**src/rtl/issue_ctrl.sv**
```systemverilog
// issue_ctrl: dual-issue decision and long-latency register scoreboard.
// Define DUAL_ISSUE_EN to enable slot-1 issue; otherwise issue is single.
package issue_pkg;
    typedef struct packed {
        logic [15:0]     tag;
        logic [4:0]      w_reg;
        logic [1:0][4:0] r_reg;
    } inst_t;
endpackage

module issue_ctrl
    import issue_pkg::*;
#(
    parameter int LOAD_LAT = 2
) (
    input  logic            clk,
    input  logic            rst_n,
    input  inst_t     [1:0] inst_i,
    input  logic      [1:0] inst_valid_i,
    input  logic      [1:0] long_lat_i,
    input  logic      [1:0] serial_i,
    input  logic            exe_stall_i,
    input  logic            flush_i,
    output logic      [1:0] issue_num_o,
    output logic            backend_stall_o,
    output inst_t     [1:0] issue_o,
    output logic      [1:0] issue_valid_o
);

    localparam int CW = $clog2(LOAD_LAT + 1);

    logic [CW-1:0] cnt [32];
    logic [31:0]   busy;
    logic          drained;
    logic          ok0;
    logic          ok1;
    logic          set0;
    logic          set1;

    // Register busy map; r0 is never tracked.
    always_comb begin
        busy = '0;
        for (int r = 1; r < 32; r++) begin
            busy[r] = (cnt[r] != '0);
        end
        drained = (busy == '0);
    end

    // Slot-0 issue: operands/dest free, serial ops wait for full drain.
    always_comb begin
        ok0 = inst_valid_i[0] && !exe_stall_i && !flush_i
           && !busy[inst_i[0].r_reg[0]]
           && !busy[inst_i[0].r_reg[1]]
           && !busy[inst_i[0].w_reg]
           && (!serial_i[0] || drained);
    end

`ifdef DUAL_ISSUE_EN
    logic raw01;
    logic waw01;

    // Slot-1 issue: pair hazards and shared memory/MDU port.
    always_comb begin
        raw01 = (inst_i[0].w_reg != '0)
             && ((inst_i[1].r_reg[0] == inst_i[0].w_reg)
              || (inst_i[1].r_reg[1] == inst_i[0].w_reg));
        waw01 = long_lat_i[0] && (inst_i[0].w_reg != '0)
             && (inst_i[0].w_reg == inst_i[1].w_reg);
        ok1 = ok0 && inst_valid_i[1]
           && !serial_i[0] && !serial_i[1]
           && !(long_lat_i[0] && long_lat_i[1])
           && !busy[inst_i[1].r_reg[0]]
           && !busy[inst_i[1].r_reg[1]]
           && !busy[inst_i[1].w_reg]
           && !raw01 && !waw01;
    end
`else
    logic unused_slot1;

    // Single-issue build: slot 1 never issues.
    always_comb begin
        ok1 = 1'b0;
        unused_slot1 = ^{inst_valid_i[1], long_lat_i[1], serial_i[1]};
    end
`endif

    // Issue count to the FIFO and scoreboard set strobes.
    always_comb begin
        issue_num_o     = {1'b0, ok0} + {1'b0, ok1};
        backend_stall_o = exe_stall_i;
        set0 = ok0 && long_lat_i[0] && (inst_i[0].w_reg != '0);
        set1 = ok1 && long_lat_i[1] && (inst_i[1].w_reg != '0);
    end

    // Countdown per register; a new long-latency write reloads it.
    always_ff @(posedge clk) begin
        if (!rst_n) begin
            for (int r = 0; r < 32; r++) begin
                cnt[r] <= '0;
            end
        end else if (!exe_stall_i) begin
            for (int r = 0; r < 32; r++) begin
                if ((set0 && inst_i[0].w_reg == 5'(r))
                 || (set1 && inst_i[1].w_reg == 5'(r))) begin
                    cnt[r] <= CW'(LOAD_LAT);
                end else if (cnt[r] != '0) begin
                    cnt[r] <= cnt[r] - CW'(1);
                end
            end
        end
    end

    // Issue valid: flush kills, stall holds.
    always_ff @(posedge clk) begin
        if (!rst_n) begin
            issue_valid_o <= 2'b00;
        end else if (flush_i) begin
            issue_valid_o <= 2'b00;
        end else if (!exe_stall_i) begin
            issue_valid_o <= {ok1, ok0};
        end
    end

    // Issue payload; contents only meaningful under issue_valid_o.
    always_ff @(posedge clk) begin
        if (!flush_i && !exe_stall_i) begin
            issue_o <= inst_i;
        end
    end

endmodule
```
**config.mk**
```make
export PLATFORM = sky130hd
export DESIGN_NAME = issue_ctrl
export DESIGN_NICKNAME = d
export VERILOG_FILES = /design/src/rtl/issue_ctrl.sv
export SDC_FILE = /design/constraint.sdc
export NUM_CORES = 1
export LEC_CHECK = 0
export BUFFER_PORTS_ARGS = -buffer_cell sky130_fd_sc_hd__buf_2
export CAP_MARGIN = 20
export CORE_AREA = 2 2 112 114
export DETAILED_ROUTE_END_ITERATION = 8
export DIE_AREA = 0 0 114 116
export GPL_TIMING_DRIVEN = 0
export PLACE_DENSITY = 0.88
export SLEW_MARGIN = 20
export SYNTH_ARGS = -nofsm -noshare
export SYNTH_HDL_FRONTEND = slang
export SYNTH_SLANG_ARGS = --single-unit
```
**constraint.sdc**
```tcl
create_clock -name clk -period 8.3 [get_ports clk]
set_input_delay 1.66 -clock clk [delete_from_list [all_inputs] [get_ports clk]]
set_output_delay 1.66 -clock clk [all_outputs]
set_load 0.02 [all_outputs]
```
# Yosys cells after proc, flatten, opt, wreduce, memory -nomap -nowiden
# Memory sizes are Yosys's and may differ from the RTL's.
# Index checks and enable logic that the tools add are counted.
[word_totals]
memories = 1
ff_bits = 63
word_cells = 584
ramBits = 64
[memory_table]
columns = ["name", "words", "width", "rd", "rd_ports_with_merged_regs", "write_ports", "line_no", "text"]
rows = [
  ["cnt", 32, 2, 32, 0, 32, "32", "logic [CW-1:0] cnt [32];"],
]
[classes]
n_mux = 359
bitwise = 65
n_eq_ne = 31
add_sub_neg = 32
reduce_logical = 84
magnitude_cmp = 3
[op_table]
columns = ["op", "n"]
rows = [
  ["$mux 1", 292],
  ["$mux 2", 64],
  ["$eq 5x5->1 const B", 16],
  ["$or 1x1->1", 64],
  ["$reduce_bool 2->1", 32],
  ["$sub 2x1->2 const B", 32],
  ["$logic_and 1x1->1", 41],
  ["$eq 5x4->1 const B", 8],
  ["$logic_not 31->1", 1],
  ["$eq 5x3->1 const B", 4],
  ["$lt 5x6->1 const B", 3],
  ["$bmux 1 s5", 3],
  ["$eq 5x2->1 const B", 2],
  ["$logic_not 1->1", 6],
  ["$eq 5x1->1 const B", 1],
  ["$logic_not 5->1", 1],
  ["$reduce_bool 5->1", 1],
  ["$reduce_or 2->1", 1],
  ["$logic_or 1x1->1", 1],
  ["$not 1->1", 1],
]

# Depth between registers and ports, before layout
# Gate-level depths: netlist of the first run.
# An unclocked memory read counts as a cell.
[depth]
ltp_word = 18
depth_mapped = 10
depth_no_buf = 8

# Worst setup path before layout of the first run
# OpenSTA, ideal clock, no wires.
[synth_path]
path_kind = "input to output"
start = "in exe_stall_i"
end = "out issue_num_o[0]"
cell_stages = 8
slack_ns = 0.896
required_ns = 6.640
arrival_time_ns = 5.744
cell_sequence = "clkbuf_1 > nor2_1 > o311a_1 > o41ai_1 > nor4_2 > nand2_1 > nor2_1 > buf_4"
[synth_between]
elab_chain_cells = 7
[synth_lines]
columns = ["item", "line_no", "text"]
rows = [
  ["start: declaration", "22", "input logic exe_stall_i,"],
  ["$logic_not 1->1", "51", "ok0 = inst_valid_i[0] && !exe_stall_i && !flush_i"],
  ["$logic_and 1x1->1 (2 in series)", "51", ""],
  ["$logic_and 1x1->1", "52", "&& !busy[inst_i[0].r_reg[0]]"],
  ["$logic_and 1x1->1", "53", "&& !busy[inst_i[0].r_reg[1]]"],
  ["$logic_and 1x1->1", "54", "&& !busy[inst_i[0].w_reg]"],
  ["$logic_and 1x1->1", "55", "&& (!serial_i[0] || drained);"],
  ["end: declaration", "24", "output logic [1:0] issue_num_o,"],
]
# Every way passes these cells.

# Final worst setup path of the first run
# Same ends and word-level chain as after synthesis.

==> impl_metrics.json, run 1 <==
{
  "yosysSeqAreaShare": 0.579,
  "cp_max_fo": 12,
  "rsz0062_at_grt": "false",
  "final_max_slew_viol_count": 0,
  "multiInputGateArea_um2": 2320,
  "hold_viol": 0,
  "die_y_um": 116,
  "worst_slack_ns": 2.57,
  "root_buffer": "clkbuf_16",
  "startpoint_type": "input port",
  "ff_latch_area_um2": 3740,
  "place_area_um2": 7370,
  "syn_area_um2": 6470,
  "gp_congestion": 0.925,
  "via_per_inst": 6.33,
  "grt_pass1_wl_mm": 26.0,
  "min_path_cells": 1,
  "crit_arrival_ns": 4.07,
  "max_slew_margin": 0.517,
  "clkTransAtPathRegs_ns": 0.05,
  "reg2reg_depth": 8,
  "powerDensity_nw_per_um2": 231,
  "final_area_um2": 7990,
  "path_class": "in2out",
  "worstMarginPinSlew_ns": 0.722,
  "track_usage": 0.261,
  "cts_tree": "done",
  "initial_core_util": 0.543,
  "num_vias": 5087,
  "row_count": 40,
  "status": "complete, no violations",
  "tns_ns": 0,
  "r2r_setup_slack_ns": 5.14,
  "core_area_um2": 11900,
  "grt_max_degree": 33,
  "die_w_um": 114,
  "grt_pass1_vias": 5091,
  "fillCellCount": 801,
  "num_io_pins": 139,
  "dp_slack_ns": 2.69,
  "holdBufCountCts": 0,
  "dp_cells": 771,
  "min_from": "cnt[1][24]",
  "wl_per_cell_um": 21.1,
  "synth.area.top_cells": "edfxtp_1 (58%), ha_1 (6.0%), mux4_2 (5.2%), inv_1 (3.8%), mux4_1 (2.4%)",
  "async_flop_share": 0,
  "cp-end-kind": "output port",
  "yosysWarnings": 0,
  "hold_end": "cnt[1][24]",
  "skew_ns": 0.00570,
  "syn_inst": 489,
  "min_period_ns": 5.73,
  "r2r_start": "cnt[0][2]",
  "crit_required_ns": 6.64,
  "grt-ovfl-total": 0,
  "drt_iter0_markers": 554,
  "area_growth_syn_to_layout_pct": 23.6,
  "hpwl_mm": 12.0,
  "leakagePower_nw": 3.22,
  "grt_antenna_before_repair": 0,
  "dr_wl_met2_mm": 8.37,
  "drt-met1-wl_mm": 6.05,
  "synth_edf_count": 124,
  "avgSynthCellArea_um2": 13.2,
  "yosysMostFrequentCell": "edfxtp_1",
  "cts_inserted_buffers": 17,
  "first_pass_iters": 6,
  "finalSetupViolations": 0,
  "timing.rr.end": "cnt[0][12]",
  "synth_seq_cells": 125,
  "htreeDepth": 4,
  "met3WireLength_mm": 1.88,
  "final_cells": 803,
  "synth_commonest_cells": "edfxtp_1 (124), inv_1 (66), ha_1 (31)",
  "cap_violations": 0,
  "drive_gt1_frac": 0.305,
  "drt_wl_total_mm": 16.9,
  "port_buffers": 132,
  "synth.distinct_cells": 47,
  "highest_layer": "met4",
  "synth_top_area_frac": 0.576,
  "cts_setup_buffers": 0,
  "postRouteAntennaNets": 0,
  "die_area_um2": 13200,
  "ctsResizeCount": 0,
  "antennaDiodeCount": 0,
  "fmax_mhz": 174,
  "cts_buffer_depth": 2,
  "final_nets": 746,
  "clk_latency_ns": 0.42,
  "drc": 0,
  "postLayoutCoreUtil": 0.671,
  "yosysTopAreaCell": "edfxtp_1",
  "cts_sinks": 125,
  "min_path_type": "reg2reg",
  "period_share": 0.691,
  "synth-main-ff-cell": "edfxtp_1",
  "vdd_drop_max_uv": 121
}
report_power, final:
group          switching, mW  internal, mW  leakage, nW
clock                  0.274         0.502        0.287
combinational          0.177         0.117         1.69
sequential            0.0168         0.757         1.25
total                  0.468          1.38         3.22
flip-flops by register name (all words and copies together) (netlist names):
register,count
cnt,62
issue_o,62
issue_valid_o,1
layer usage:
metal | vias to the layer above | track usage
met5 | - | 0
met4 | 0 | 0.140
met3 | 76 | 0.0785
met2 | 382 | 0.439
met1 | 2422 | 0.302
li1 | 2207 | -
area by class of cell:
type,count,area share
sequential,125,0.468
multi-input combinational,266,0.290
timing repair buffer,134,0.0886
clock buffer,18,0.0537
inverter,66,0.0310
clock inverter,14,0.0241
tap,147,0.0230
buffer,33,0.0214
worst max-delay path by stage:
stage	start	endpoint	slack, ns	cells past startpoint
after floorplan	exe_stall_i	issue_num_o[0]	0.90	8
after global placement	exe_stall_i	issue_num_o[0]	-0.69	9
after detailed placement	exe_stall_i	issue_num_o[0]	2.69	9
after CTS	exe_stall_i	issue_num_o[0]	2.68	9
after global routing	exe_stall_i	issue_num_o[0]	2.47	9
final	exe_stall_i	issue_num_o[0]	2.57	9
placed cells by master, fill, tap and decap left out, types with 8 or more instances in the layout:
cell       Yosys  final
inv_1         66     66
ha_1          31     31
a31o_1        11     11
o21ai_0       16     16
a21boi_0      16     16
nand4_1        8      8
nand2_1       10     10
and3_1        12     12
nor2_1        23     22
clkbuf_16      0     17
o221ai_1      17     17
o32ai_1       15     15
nand3_1        8      8
mux4_2        15     15
nor3_1        21     21
clkbuf_1      17     18
buf_2          5    137
edfxtp_1     124    124
logic make-up after synthesis:
| kind of cell | share of synthesized area |
|---|---|
| other | 0.000580 |
| adder cells (fa/ha/maj) | 0.0600 |
| buffers and inverters | 0.0648 |
| multiplexers | 0.0928 |
| AO/OA/AOI/OAI | 0.108 |
| flip-flops | 0.579 |
| AND/OR/NAND/NOR | 0.0948 |
stage by stage:
| stage | power (mW) | hold WS [ns] |
|---|---|---|
| final | 1.84 | 0.561 |
| after detailed placement | 1.07 | 0.553 |
| after floorplan | 0.973 | 0.536 |
| after global routing | 1.90 | 0.578 |
| after CTS | 1.84 | 0.561 |
| after global placement | 1.05 | 0.548 |
worst max-delay path, stage by stage:
cell and delay [ns]:
clkbuf_1 0.23, nor2_4 0.49, o311a_1 0.29, o41ai_1 0.09, nor4_2 0.49, nand2_1 0.28
nor2_1 0.25, buf_4 0.14, buf_2 0.15
Note: power is estimated with default switching activity, not from simulation.
==> inputs of run 2 (changes only) <==
--- a/config.mk
+++ b/config.mk
@@ -5,13 +5,14 @@
 export SDC_FILE = /design/constraint.sdc
 export NUM_CORES = 1
 export LEC_CHECK = 0
+export ABC_AREA = 1
 export BUFFER_PORTS_ARGS = -buffer_cell sky130_fd_sc_hd__buf_2
 export CAP_MARGIN = 20
-export CORE_AREA = 2 2 112 114
+export CORE_AREA = 2 2 114 116
 export DETAILED_ROUTE_END_ITERATION = 8
-export DIE_AREA = 0 0 114 116
+export DIE_AREA = 0 0 116 118
 export GPL_TIMING_DRIVEN = 0
-export PLACE_DENSITY = 0.88
+export PLACE_DENSITY = 0.89
 export SLEW_MARGIN = 20
 export SYNTH_ARGS = -nofsm -noshare
 export SYNTH_HDL_FRONTEND = slang
==> constraint.sdc (replaced) <==
create_clock -name clk -period 5.4 [get_ports clk]
set_input_delay 1.08 -clock clk [delete_from_list [all_inputs] [get_ports clk]]
set_output_delay 1.08 -clock clk [all_outputs]
set_load 0.02 [all_outputs]
==> impl_metrics.json, run 2 <==
{
  "synth_top_area_frac": 0.541,
  "htreeDepth": 4,
  "powerDensity_nw_per_um2": 342,
  "grt_antenna_before_repair": 0,
  "synthSimpleGateAreaFrac": 0.280,
  "root_buffer": "clkbuf_16",
  "area_growth_syn_to_layout_pct": 23.0,
  "grt-ovfl-total": 0,
  "syn_area_um2": 6880,
  "die_y_um": 118,
  "fillCellCount": 948,
  "worstMarginPinSlew_ns": 0.630,
  "startpoint_type": "input port",
  "ff_latch_area_um2": 3740,
  "grt_pass1_wl_mm": 29.8,
  "syn_inst": 786,
  "num_io_pins": 139,
  "layout_common_cells": "nand2_1 (199), buf_2 (140), inv_1 (126)",
  "path_class": "in2out",
  "yosysMostFrequentCell": "nand2_1",
  "vdd_drop_max_uv": 162,
  "place_area_um2": 7810,
  "holdBufCountCts": 0,
  "drc": 0,
  "status": "complete, no violations",
  "synth_compound_area_frac": 0.0193,
  "async_flop_share": 0,
  "synth-xor-area-share": 0,
  "drive_gt1_frac": 0.223,
  "crit_arrival_ns": 3.01,
  "hold_ws_ns": 0.541,
  "min_path_cells": 2,
  "yosysWarnings": 0,
  "synth.distinct_cells": 29,
  "cts_buffer_depth": 2,
  "drt_wl_total_mm": 19.3,
  "synth_seq_cells": 125,
  "yosysSeqAreaShare": 0.544,
  "multiInputGateArea_um2": 2460,
  "skew_ns": 0.00717,
  "clkTransAtPathRegs_ns": 0.06,
  "period_share": 0.758,
  "muxShareOfSynthArea": 0,
  "final_nets": 1044,
  "reg2reg_depth": 15,
  "cap_violations": 0,
  "die_area_um2": 13700,
  "cp-end-kind": "output port",
  "core_area_um2": 12400,
  "min_path_type": "reg2reg",
  "cts_sinks": 125,
  "first_pass_iters": 6,
  "final_common_cell": "nand2_1",
  "cp_max_fo": 9,
  "die_w_um": 116,
  "row_count": 41,
  "track_usage": 0.289,
  "met1_usage": 0.346,
  "reg_top3": "cnt x62, issue_o x62, issue_valid_o x1",
  "synth-main-ff-cell": "edfxtp_1",
  "clk_latency_ns": 0.43,
  "antennaDiodeCount": 0,
  "synthAdderAreaFrac": 0.0564,
  "final_max_slew_viol_count": 0,
  "via_per_inst": 5.48,
  "avgSynthCellArea_um2": 8.75,
  "cts_tree": "done",
  "initial_core_util": 0.554,
  "grt_max_degree": 33,
  "drt_iter0_markers": 936,
  "num_vias": 6175,
  "met2_usage": 0.458,
  "port_buffers": 133,
  "synth_top_family_by_area": "simple AND/OR/NAND/NOR gates",
  "max_slew_margin": 0.580,
  "synth.area.top_cells": "edfxtp_1 (54%), nand2_1 (11%), inv_1 (6.9%), ha_1 (5.6%), nor2_1 (5.6%)",
  "finalSetupViolations": 0,
  "ctsResizeCount": 0,
  "final_area_um2": 8460,
  "postRouteAntennaNets": 0,
  "grt_pass1_vias": 5914,
  "wl_per_cell_um": 17.2,
  "hpwl_mm": 14.1,
  "cts_inserted_buffers": 17,
  "fmax_mhz": 244,
  "hold_viol": 0,
  "yosysTopAreaCell": "edfxtp_1",
  "synth_commonest_cells": "nand2_1 (199), inv_1 (126), edfxtp_1 (124)",
  "synth_edf_count": 124,
  "leakagePower_nw": 4.00,
  "gp_congestion": 0.980,
  "busiest_layer": "met2",
  "cts_setup_buffers": 0,
  "min_period_ns": 4.09,
  "crit_required_ns": 4.32,
  "use_met3": 0.100,
  "rsz0062_at_grt": "false"
}
run 2: cell count changes after synthesis, moves of 16 or more:
cell,delta
nand3_1,+65
o221ai_1,-17
a21boi_0,-16
inv_1,+60
nor2_1,+80
a21oi_1,+18
nand2_1,+189
run 2: through the flow:
stage	util	worst slack [ns]	total power, mW	TNS [ns]	instances
6_report	0.681	1.31	2.89	0	1126
5_1_grt	0.681	1.25	3.00	0	1126
4_1_cts	0.681	1.34	2.89	0	1126
3_5_place_dp	0.629	1.35	1.64	0	1094
2_1_floorplan	-	0.827	1.49	0	787
3_3_place_gp	0.626	-0.488	1.62	-1.57	1092
run 2: worst paths after layout:
kind,start,end,slack (ns)
setup / recovery,inst_i[6],issue_num_o[0],1.31
hold / removal,issue_valid_o[0],issue_valid_o[0],0.54
setup reg to reg,cnt[0][6],cnt[1][27],2.50
hold reg to reg,issue_valid_o[0],issue_valid_o[0],0.54
run 2: logic make-up (layout without fill, tap and decap cells):
group	count (synthesis)	in the layout
adder cells (fa/ha/maj)	31	31
other	1	2
buffers and inverters	166	333
AO/OA/AOI/OAI	25	25
flip-flops	125	125
AND/OR/NAND/NOR	438	438
run 2: power breakdown:
group	total (mW)	internal (mW)	leakage (nW)	switching, mW
combinational	0.457	0.150	2.45	0.307
sequential	1.18	1.16	1.24	0.0257
clock	1.25	0.819	0.308	0.430
total	2.89	2.13	4.00	0.763
run 2: per-layer routing:
layer / vias to the layer above / part of all wire
met5: - / 0
met4: 0 / 0.042
met3: 79 / 0.12
met2: 409 / 0.47
met1: 2818 / 0.36
li1: 2869 / -
run 2: worst max-delay path, cell delays in order:
cell and delay (ns):
buf_2 0.09, clkbuf_1 0.39, inv_1 0.29, nand3_1 0.18
nand2_1 0.09, nand2_1 0.07, nand3_1 0.07, nand3_1 0.10
nand2_1 0.12, nand3_2 0.20, inv_1 0.06, buf_4 0.12
buf_2 0.14
run 2: cell type report:
class | instances | share of cell area
sequential | 125 | 0.443
multi-input combinational | 496 | 0.291
timing repair buffer | 135 | 0.0834
inverter | 133 | 0.0590
clock buffer | 18 | 0.0507
clock inverter | 14 | 0.0257
tap | 172 | 0.0254
buffer | 33 | 0.0223
